--- src/rtl/pcie_phy_pkg.sv ---
// Shared PCIe PHY definitions: symbol width and type, K28.5 comma
// encodings and the serializer FSM states.
package pcie_phy_pkg;

  localparam int unsigned SYMBOL_W = 10;

  typedef logic [9:0] symbol_t;

  // abcdei fghj with bit a at bit 0
  localparam symbol_t K28_5_RDN = 10'h17C;
  localparam symbol_t K28_5_RDP = 10'h283;

  typedef enum logic {
    IDLE,
    ACTIVE
  } tx_ser_state_e;

endpackage

--- src/rtl/tx_serializer_10b.sv ---
// 10-bit symbol serializer with a 1-entry holding register and idle-slot insertion.
// Optional saturating symbol/underrun counters are built when TX_SER_STATS_EN is defined.
module tx_serializer_10b #(
  parameter int unsigned SYMBOL_W  = 10,
  parameter bit          LSB_FIRST = 1'b1,
  parameter int unsigned STAT_W    = 16
) (
  input  logic                clk_i,
  input  logic                reset_ni,
  input  logic                enable_i,
  input  logic [SYMBOL_W-1:0] symbol_i,
  input  logic                symbol_valid_i,
  output logic                symbol_ready_o,
  output logic                serial_o,
  output logic                symbol_start_o,
  output logic                tx_active_o,
  output logic                underrun_o
`ifdef TX_SER_STATS_EN
  ,
  output logic [STAT_W-1:0]   sym_count_o,
  output logic [STAT_W-1:0]   underrun_count_o
`endif
);
  import pcie_phy_pkg::*;

  if (SYMBOL_W != 10 || STAT_W == 0) begin : g_bad_cfg
    $error("tx_serializer_10b supports only SYMBOL_W=10 and STAT_W>0");
  end

  localparam logic [3:0] LAST_BIT = 4'(SYMBOL_W - 1);

  tx_ser_state_e       state_q, state_d;
  logic [3:0]          bit_cnt_q, bit_cnt_d;
  logic [SYMBOL_W-1:0] shift_q, shift_d;
  logic [SYMBOL_W-1:0] hold_q, hold_d;
  logic                hold_full_q, hold_full_d;
  logic                serial_q, serial_d;
  logic                start_q, start_d;
  logic                underrun_q, underrun_d;
  logic                load_now;
  logic                accept;
  logic [SYMBOL_W-1:0] load_val;

  always_comb begin
    state_d     = state_q;
    bit_cnt_d   = bit_cnt_q;
    shift_d     = shift_q;
    hold_d      = hold_q;
    hold_full_d = hold_full_q;
    serial_d    = 1'b0;
    start_d     = 1'b0;
    underrun_d  = 1'b0;

    accept   = symbol_valid_i & ~hold_full_q;
    load_now = ((state_q == IDLE) & enable_i & hold_full_q) |
               ((state_q == ACTIVE) & (bit_cnt_q == LAST_BIT) & enable_i);
    load_val = hold_full_q ? hold_q : '0;

    // shift_q only ever holds the bits still to be sent after serial_q
    if (load_now) begin
      state_d    = ACTIVE;
      bit_cnt_d  = '0;
      serial_d   = LSB_FIRST ? load_val[0] : load_val[SYMBOL_W-1];
      shift_d    = LSB_FIRST ? (load_val >> 1) : (load_val << 1);
      start_d    = 1'b1;
      underrun_d = ~hold_full_q;
      if (hold_full_q) hold_full_d = 1'b0;
    end else if (state_q == ACTIVE) begin
      if (bit_cnt_q == LAST_BIT) begin
        state_d   = IDLE;
        bit_cnt_d = '0;
      end else begin
        bit_cnt_d = bit_cnt_q + 4'd1;
        serial_d  = LSB_FIRST ? shift_q[0] : shift_q[SYMBOL_W-1];
        shift_d   = LSB_FIRST ? (shift_q >> 1) : (shift_q << 1);
      end
    end

    // accept only happens with hold empty, so it never collides with a hold consume
    if (accept) begin
      hold_d      = symbol_i;
      hold_full_d = 1'b1;
    end
  end

  always_ff @(posedge clk_i or negedge reset_ni) begin
    if (!reset_ni) begin
      state_q     <= IDLE;
      bit_cnt_q   <= '0;
      shift_q     <= '0;
      hold_q      <= '0;
      hold_full_q <= 1'b0;
      serial_q    <= 1'b0;
      start_q     <= 1'b0;
      underrun_q  <= 1'b0;
    end else begin
      state_q     <= state_d;
      bit_cnt_q   <= bit_cnt_d;
      shift_q     <= shift_d;
      hold_q      <= hold_d;
      hold_full_q <= hold_full_d;
      serial_q    <= serial_d;
      start_q     <= start_d;
      underrun_q  <= underrun_d;
    end
  end

  assign symbol_ready_o = ~hold_full_q;
  assign serial_o       = serial_q;
  assign symbol_start_o = start_q;
  assign tx_active_o    = (state_q == ACTIVE);
  assign underrun_o     = underrun_q;

`ifdef TX_SER_STATS_EN
  logic [STAT_W-1:0] sym_count_q, sym_count_d;
  logic [STAT_W-1:0] underrun_count_q, underrun_count_d;

  always_comb begin
    sym_count_d      = sym_count_q;
    underrun_count_d = underrun_count_q;
    if (load_now & hold_full_q & ~(&sym_count_q))
      sym_count_d = sym_count_q + STAT_W'(1);
    if (load_now & ~hold_full_q & ~(&underrun_count_q))
      underrun_count_d = underrun_count_q + STAT_W'(1);
  end

  always_ff @(posedge clk_i or negedge reset_ni) begin
    if (!reset_ni) begin
      sym_count_q      <= '0;
      underrun_count_q <= '0;
    end else begin
      sym_count_q      <= sym_count_d;
      underrun_count_q <= underrun_count_d;
    end
  end

  assign sym_count_o      = sym_count_q;
  assign underrun_count_o = underrun_count_q;
`endif

endmodule

--- config.mk ---
export PLATFORM = sky130hd
export DESIGN_NAME = tx_serializer_10b
export DESIGN_NICKNAME = d
export VERILOG_FILES = /design/src/rtl/pcie_phy_pkg.sv /design/src/rtl/tx_serializer_10b.sv
export SDC_FILE = /design/constraint.sdc
export NUM_CORES = 1
export LEC_CHECK = 0
export CAP_MARGIN = 5
export CORE_UTILIZATION = 46
export CTS_BUF_LIST = sky130_fd_sc_hd__clkbuf_16
export DETAILED_ROUTE_END_ITERATION = 10
export PLACE_DENSITY = 0.75
export SLEW_MARGIN = 15
export SYNTH_ARGS = -nofsm -noshare
export SYNTH_HDL_FRONTEND = slang
export SYNTH_SLANG_ARGS = --single-unit
--- constraint.sdc ---
create_clock -name clk_i -period 1.35 [get_ports clk_i]
set_clock_uncertainty 0.05 [all_clocks]
set_input_delay 0.27 -clock clk_i [delete_from_list [all_inputs] [get_ports clk_i]]
set_output_delay 0.27 -clock clk_i [all_outputs]
set_load 0.01 [all_outputs]
==> run metrics, run 1 <==
Slowest cell on crit path=dfrtp_1; Synth area leaders=dfrtp_1, mux2_2, a221o_1, and3_2, and3_1; critical path startpoint category=flop; Finished Layout Cells=160; VDD IR max=0.00145 V; IO Pins=19; top cell type's share of synthesized area=0.581; starting density of the core=0.487; final hold violation count=0; die height=53.2 µm; CTS sink count=28; root buf cell=clkbuf_16; crit end category=flop; Synth area leader=dfrtp_1; GRT Overall Usage=0.231; Site Rows=18; fin crit share=1.06; CTS Buf Count=3; final instance area=0.00177 mm²; CP Max Fanout=7; Seq cells post-synth=28; initial detailed-routing violation count=12; final setup fails=8; path type of the worst setup path=flop to flop; # nets final=147; Hold WS=318 ps; wire per inst=18.1 µm; cell chain of the critical path=inv_2 > ha_4 > nand3b_4 > and3_4 > a221o_1; Die Area=0.00283 mm²; Arr. time, crit path=1520 ps; leak pwr=0.833 nW; vias per cell=5.81; status=finished with violations; remaining antenna violation count=0; fin. max-slew vios=0; DRC viols=0; RSZ-0062 raised after global routing=true; Util after Layout=0.714; CORE AREA=0.00248 mm²; Ys Warns=0; maximum capacitance violations=0; first-pass GRT wire length=4440 µm; clock buffer depth=2; Yosys cell types=29; Placer Congestion=0.781; TritonCTS clock tree=built; Design Power=0.00385 W; HPWL after detailed placement=1650 µm; layout cells sized above 1=0.415; FMAX=697 MHz; HP Class=input port to async pin; I/O Buffers=18; antenna violations before repair=0; vias in the first global route=941; Avg Cell Area, Syn=13.0 µm²; CTS Hold Bufs=0; # diodes=0; Chip Width=53.2 µm; drt pass-1 iters=4; CP Data Required Time=1440 ps; synthesized cell area=0.00121 mm²; Cells after DPL=149; fill cell count=188; Post-Syn Nets=109; sequential area share after synthesis=0.581; Post-DP Area=0.00153 mm²; Clock Latency Late Sink=260 ps; Worst-Margin Slew=253 ps; post-route setup slack=-84.1 ps; Layout area overhead=46.6%; Critical Path Max Stage Delay=390 ps; vias=930; Pwr per Cell Area=2180 mW/mm²; cell count after synthesis=93; largest net degree at the start of global routing=29; clk slew on worst S/H paths=70 ps; H-tree depth=1; routed wire length=2890 µm; min cycle time layout=1430 ps; Worst slew margin=0.832; failing checks=negative setup slack; GR Overflow Total=0
-- per-layer routing --
metal,GRT usage,vias up,wire length (µm),share of wire
met5,0,-,0,0
met4,0.140,0,102,0.035
met3,0.0431,11,109,0.038
met2,0.379,24,1470,0.51
met1,0.278,467,1210,0.42
li1,-,428,-,-
-- cells by family (layout without fill, tap and decap cells) --
family	after synthesis	count (layout)	share of synthesized area
fa+ha+maj	2	2	0.0207
compound gates	20	22	0.138
flops	28	28	0.581
mux	11	11	0.102
buf+inv	9	43	0.0394
simple gates	23	24	0.119
-- cell usage in the layout (no fill, tap or decap), types with 2 or more instances in the layout --
| master | netlist | layout |
|---|---|---|
| dlygate4sd2_1 | 0 | 5 |
| o21ai_1 | 0 | 2 |
| mux2_4 | 0 | 2 |
| nand3_1 | 3 | 2 |
| mux2_2 | 9 | 7 |
| inv_1 | 3 | 2 |
| clkbuf_16 | 0 | 3 |
| nor2_1 | 2 | 2 |
| buf_6 | 1 | 4 |
| a21oi_4 | 0 | 2 |
| buf_4 | 0 | 13 |
| nand2_1 | 4 | 2 |
| clkdlybuf4s50_1 | 0 | 12 |
| nand3b_4 | 1 | 2 |
| and3_4 | 0 | 9 |
| dfrtp_1 | 28 | 27 |
| a221o_1 | 8 | 8 |
-- area by class of cell --
| type | instances | area (µm²) | area share |
|---|---|---|---|
| Timing Repair Buffer | 36 | 337 | 0.190 |
| Tap cell | 30 | 37.5 | 0.0212 |
| Inverter | 3 | 11.3 | 0.00637 |
| Clock buffer | 3 | 75.1 | 0.0425 |
| Clock inverter | 1 | 3.75 | 0.00212 |
| Sequential cell | 28 | 702 | 0.397 |
| Multi-Input combinational cell | 59 | 602 | 0.340 |
-- sequential cells by signal, indices dropped and copies added, names as in the netlist --
register	flops
bit_cnt_q	4
hold_full_q	1
hold_q	10
serial_o	1
shift_q	9
symbol_start_o	1
tx_active_o	1
underrun_o	1
-- cell usage after synthesis --
library cell and count:
nor2_1 2, a21oi_2 1, nor2b_1 2, nand3_1 3, and3_1 4, and3_2 5
buf_2 4, mux2i_1 1, a221o_1 8, nand3b_4 1, ha_1 2, buf_6 1
mux2_2 9, dfrtp_1 28, nor3_1 1, nand2_1 4, a41oi_1 1, clkbuf_2 1
a41o_1 1, a22o_1 1, o22ai_1 1, o21ai_2 1, a31oi_1 1, and2_1 1
o21ai_0 3, inv_1 3, a21oi_1 1, mux2_1 1, a21o_2 1
-- critical path: cells and delay by family, from the launching register on --
family          cells  cell delay (ps)
flops               1              390
simple gates        2              350
compound gates      1              280
fa+ha+maj           1              160
buf+inv             1               80
-- through the flow --
step | worst slack (ps) | setup TNS (ps)
3_5_place_dp | -351 | -5910
5_1_grt | -118 | -1130
3_3_place_gp | -269 | -4970
2_1_floorplan | -112 | -668
6_report | -84.1 | -425
4_1_cts | -85.3 | -366
-- path summary, 6_finish.rpt --
path	startpoint	end	slack (ps)	cells past startpoint
max in group asynchronous	reset_ni	tx_active_o	760	2
min in group clk_i	enable_i	underrun_o	410	3
worst max register to register	bit_cnt_q[1]	shift_q[1]	-80	5
worst max-delay path	bit_cnt_q[1]	shift_q[1]	-80	5
worst min-delay path	reset_ni	bit_cnt_q[2]	320	2
worst min register to register	hold_q[9]	hold_q[9]	450	1
-- power by group --
part / internal, W / total [W] / switching [W]
Clock: 0.000397 / 0.000675 / 0.000278
Combinational: 0.000985 / 0.00173 / 0.000747
Sequential: 0.00119 / 0.00145 / 0.000254
-- repair_timing --
action / in CTS / in global routing
setup endpoints to repair: 20 / 25
resized for setup: 19 / 17
gates cloned: 3 / 1
buffers inserted: 3 / 1
pin swaps: 6 / 5
hold endpoints to repair: 0 / 0
(Power assumes the default switching activity.)
==> inputs of run 2 (changes only) <==
--- a/config.mk
+++ b/config.mk
@@ -6,10 +6,10 @@
 export NUM_CORES = 1
 export LEC_CHECK = 0
 export CAP_MARGIN = 5
-export CORE_UTILIZATION = 46
+export CORE_UTILIZATION = 55
 export CTS_BUF_LIST = sky130_fd_sc_hd__clkbuf_16
 export DETAILED_ROUTE_END_ITERATION = 10
-export PLACE_DENSITY = 0.75
+export PLACE_DENSITY = 0.83
 export SLEW_MARGIN = 15
 export SYNTH_ARGS = -nofsm -noshare
 export SYNTH_HDL_FRONTEND = slang
==> constraint.sdc (replaced) <==
create_clock -name clk_i -period 1.75 [get_ports clk_i]
set_clock_uncertainty 0.05 [all_clocks]
set_input_delay 0.35 -clock clk_i [delete_from_list [all_inputs] [get_ports clk_i]]
set_output_delay 0.35 -clock clk_i [all_outputs]
set_load 0.01 [all_outputs]
==> run metrics, run 2 (synthesized netlist as in run 1, its figures left out) <==
max reg flops=10; Slowest cell on crit path=clkdlybuf4s50_1; HP Class=input port to async pin; Arr. time, crit path=1250 ps; CP Buf/Inv Count=2; leading registers by flop count=hold_q (10), shift_q (9), bit_cnt_q (4); cell chain of the critical path=inv_1 > clkdlybuf4s50_1; commonest non-fill, non-tap cell in the layout=dfrtp_1; clk slew on worst S/H paths=70 ps; Most flops, register=hold_q; Clock Latency Late Sink=260 ps; Site Rows=16; # nets final=133; leak pwr=0.743 nW; routed wire length=2360 µm; Chip Width=48.8 µm; GR Overflow Total=0; initial detailed-routing violation count=15; Critical Path Max Stage Delay=530 ps; Post-DP Area=0.00144 mm²; reg2reg path depth=5; clock buffer depth=2; crit end category=output port; I/O Buffers=18; CP Max Fanout=2; Worst slew margin=0.768; DRC viols=0; status=finished clean; DP Worst Slack=-5.96 ps; fin. max-slew vios=0; Worst-Margin Slew=348 ps; first-pass GRT wire length=4210 µm; remaining antenna violation count=0; setup_tns=0 ps; FMAX=608 MHz; root buf cell=clkbuf_16; fill cell count=132; reg2reg setup slack=120 ps; post-route setup slack=105 ps; RSZ-0062 raised after global routing=false; HPWL after detailed placement=1560 µm; CTS Hold Bufs=0; maximum capacitance violations=0; vias per cell=6.01; IO Pins=19; final hold violation count=0; min cycle time layout=1650 ps; largest net degree at the start of global routing=29; starting density of the core=0.603; crit path from=hold_full_q; CORE AREA=0.00200 mm²; Reg area=701 µm²; drt pass-1 iters=4; vias=860; antenna violations before repair=0; Worst path top cell family by delay=buffers and inverters; die height=48.8 µm; TritonCTS clock tree=built; Die Area=0.00238 mm²; Placer Congestion=0.763; Post CTS Setup Buffer Count=0; # diodes=0; area occupied by multi-input gates=465 µm²; GRT Overall Usage=0.239; VDD IR max=0.00110 V; wire per inst=16.5 µm; CP Data Required Time=1350 ps; final setup fails=0; worst r2r dst=shift_q[1]; critical path startpoint category=flop; vias in the first global route=884; H-tree depth=1; layout cells sized above 1=0.250; most frequent cells in the layout=dfrtp_1, clkdlybuf4s50_1, mux2_2; path type of the worst setup path=flop to output port; final instance area=0.00155 mm²; Pwr per Cell Area=1710 mW/mm²; Layout area overhead=28.4%; Critical Path Stages=2; fin crit share=0.940; CTS Buf Count=3; R2R Path Start=bit_cnt_q[0]; CTS resizes=0; Hold WS=418 ps; Worst Setup EP=symbol_ready_o; CTS sink count=28
-- run 2: how the worst min path moves through the flow --
stage / cells after the start / to / startpoint
after global placement: 1 / hold_q[9] / hold_q[9]
final: 2 / bit_cnt_q[2] / reset_ni
after global routing: 2 / bit_cnt_q[2] / reset_ni
after floorplan: 0 / bit_cnt_q[0] / reset_ni
after CTS: 2 / bit_cnt_q[2] / reset_ni
after detailed placement: 1 / hold_q[9] / hold_q[9]
-- run 2: through the flow --
stage,total power (W),utilization,instances
4_1_cts,0.00267,0.770,143
6_report,0.00266,0.774,143
3_5_place_dp,0.00199,0.718,139
2_1_floorplan,0.00168,-,93
3_3_place_gp,0.00193,0.718,139
5_1_grt,0.00283,0.774,143
-- run 2: worst reg2reg max path, stage by stage (launching register included) --
cell,delay (ps)
dfrtp_1,430
ha_1,260
nand3b_4,200
a21oi_2,90
buf_4,170
a221o_1,310
-- run 2: cell type report --
class | count | share of cell area
multi-input combinational | 56 | 0.300
sequential | 28 | 0.452
clock buffer | 3 | 0.0485
tap | 27 | 0.0218
inverter | 3 | 0.00727
timing repair buffer | 25 | 0.150
clock inverter | 1 | 0.0194
-- run 2: where the power goes --
part	leakage, nW	internal, W	total, W	switching (W)
logic	0.343	0.000494	0.000902	0.000408
registers	0.348	0.000919	0.00109	0.000174
clock network	0.0511	0.000455	0.000662	0.000207
total	0.743	0.00187	0.00266	0.000789
-- run 2: metal layers --
metal	vias up	track usage	routed length, µm
li1	390	-	-
met1	447	0.309	1050
met2	18	0.398	1220
met3	5	0.0343	52
met4	0	0.113	42
met5	-	0	0
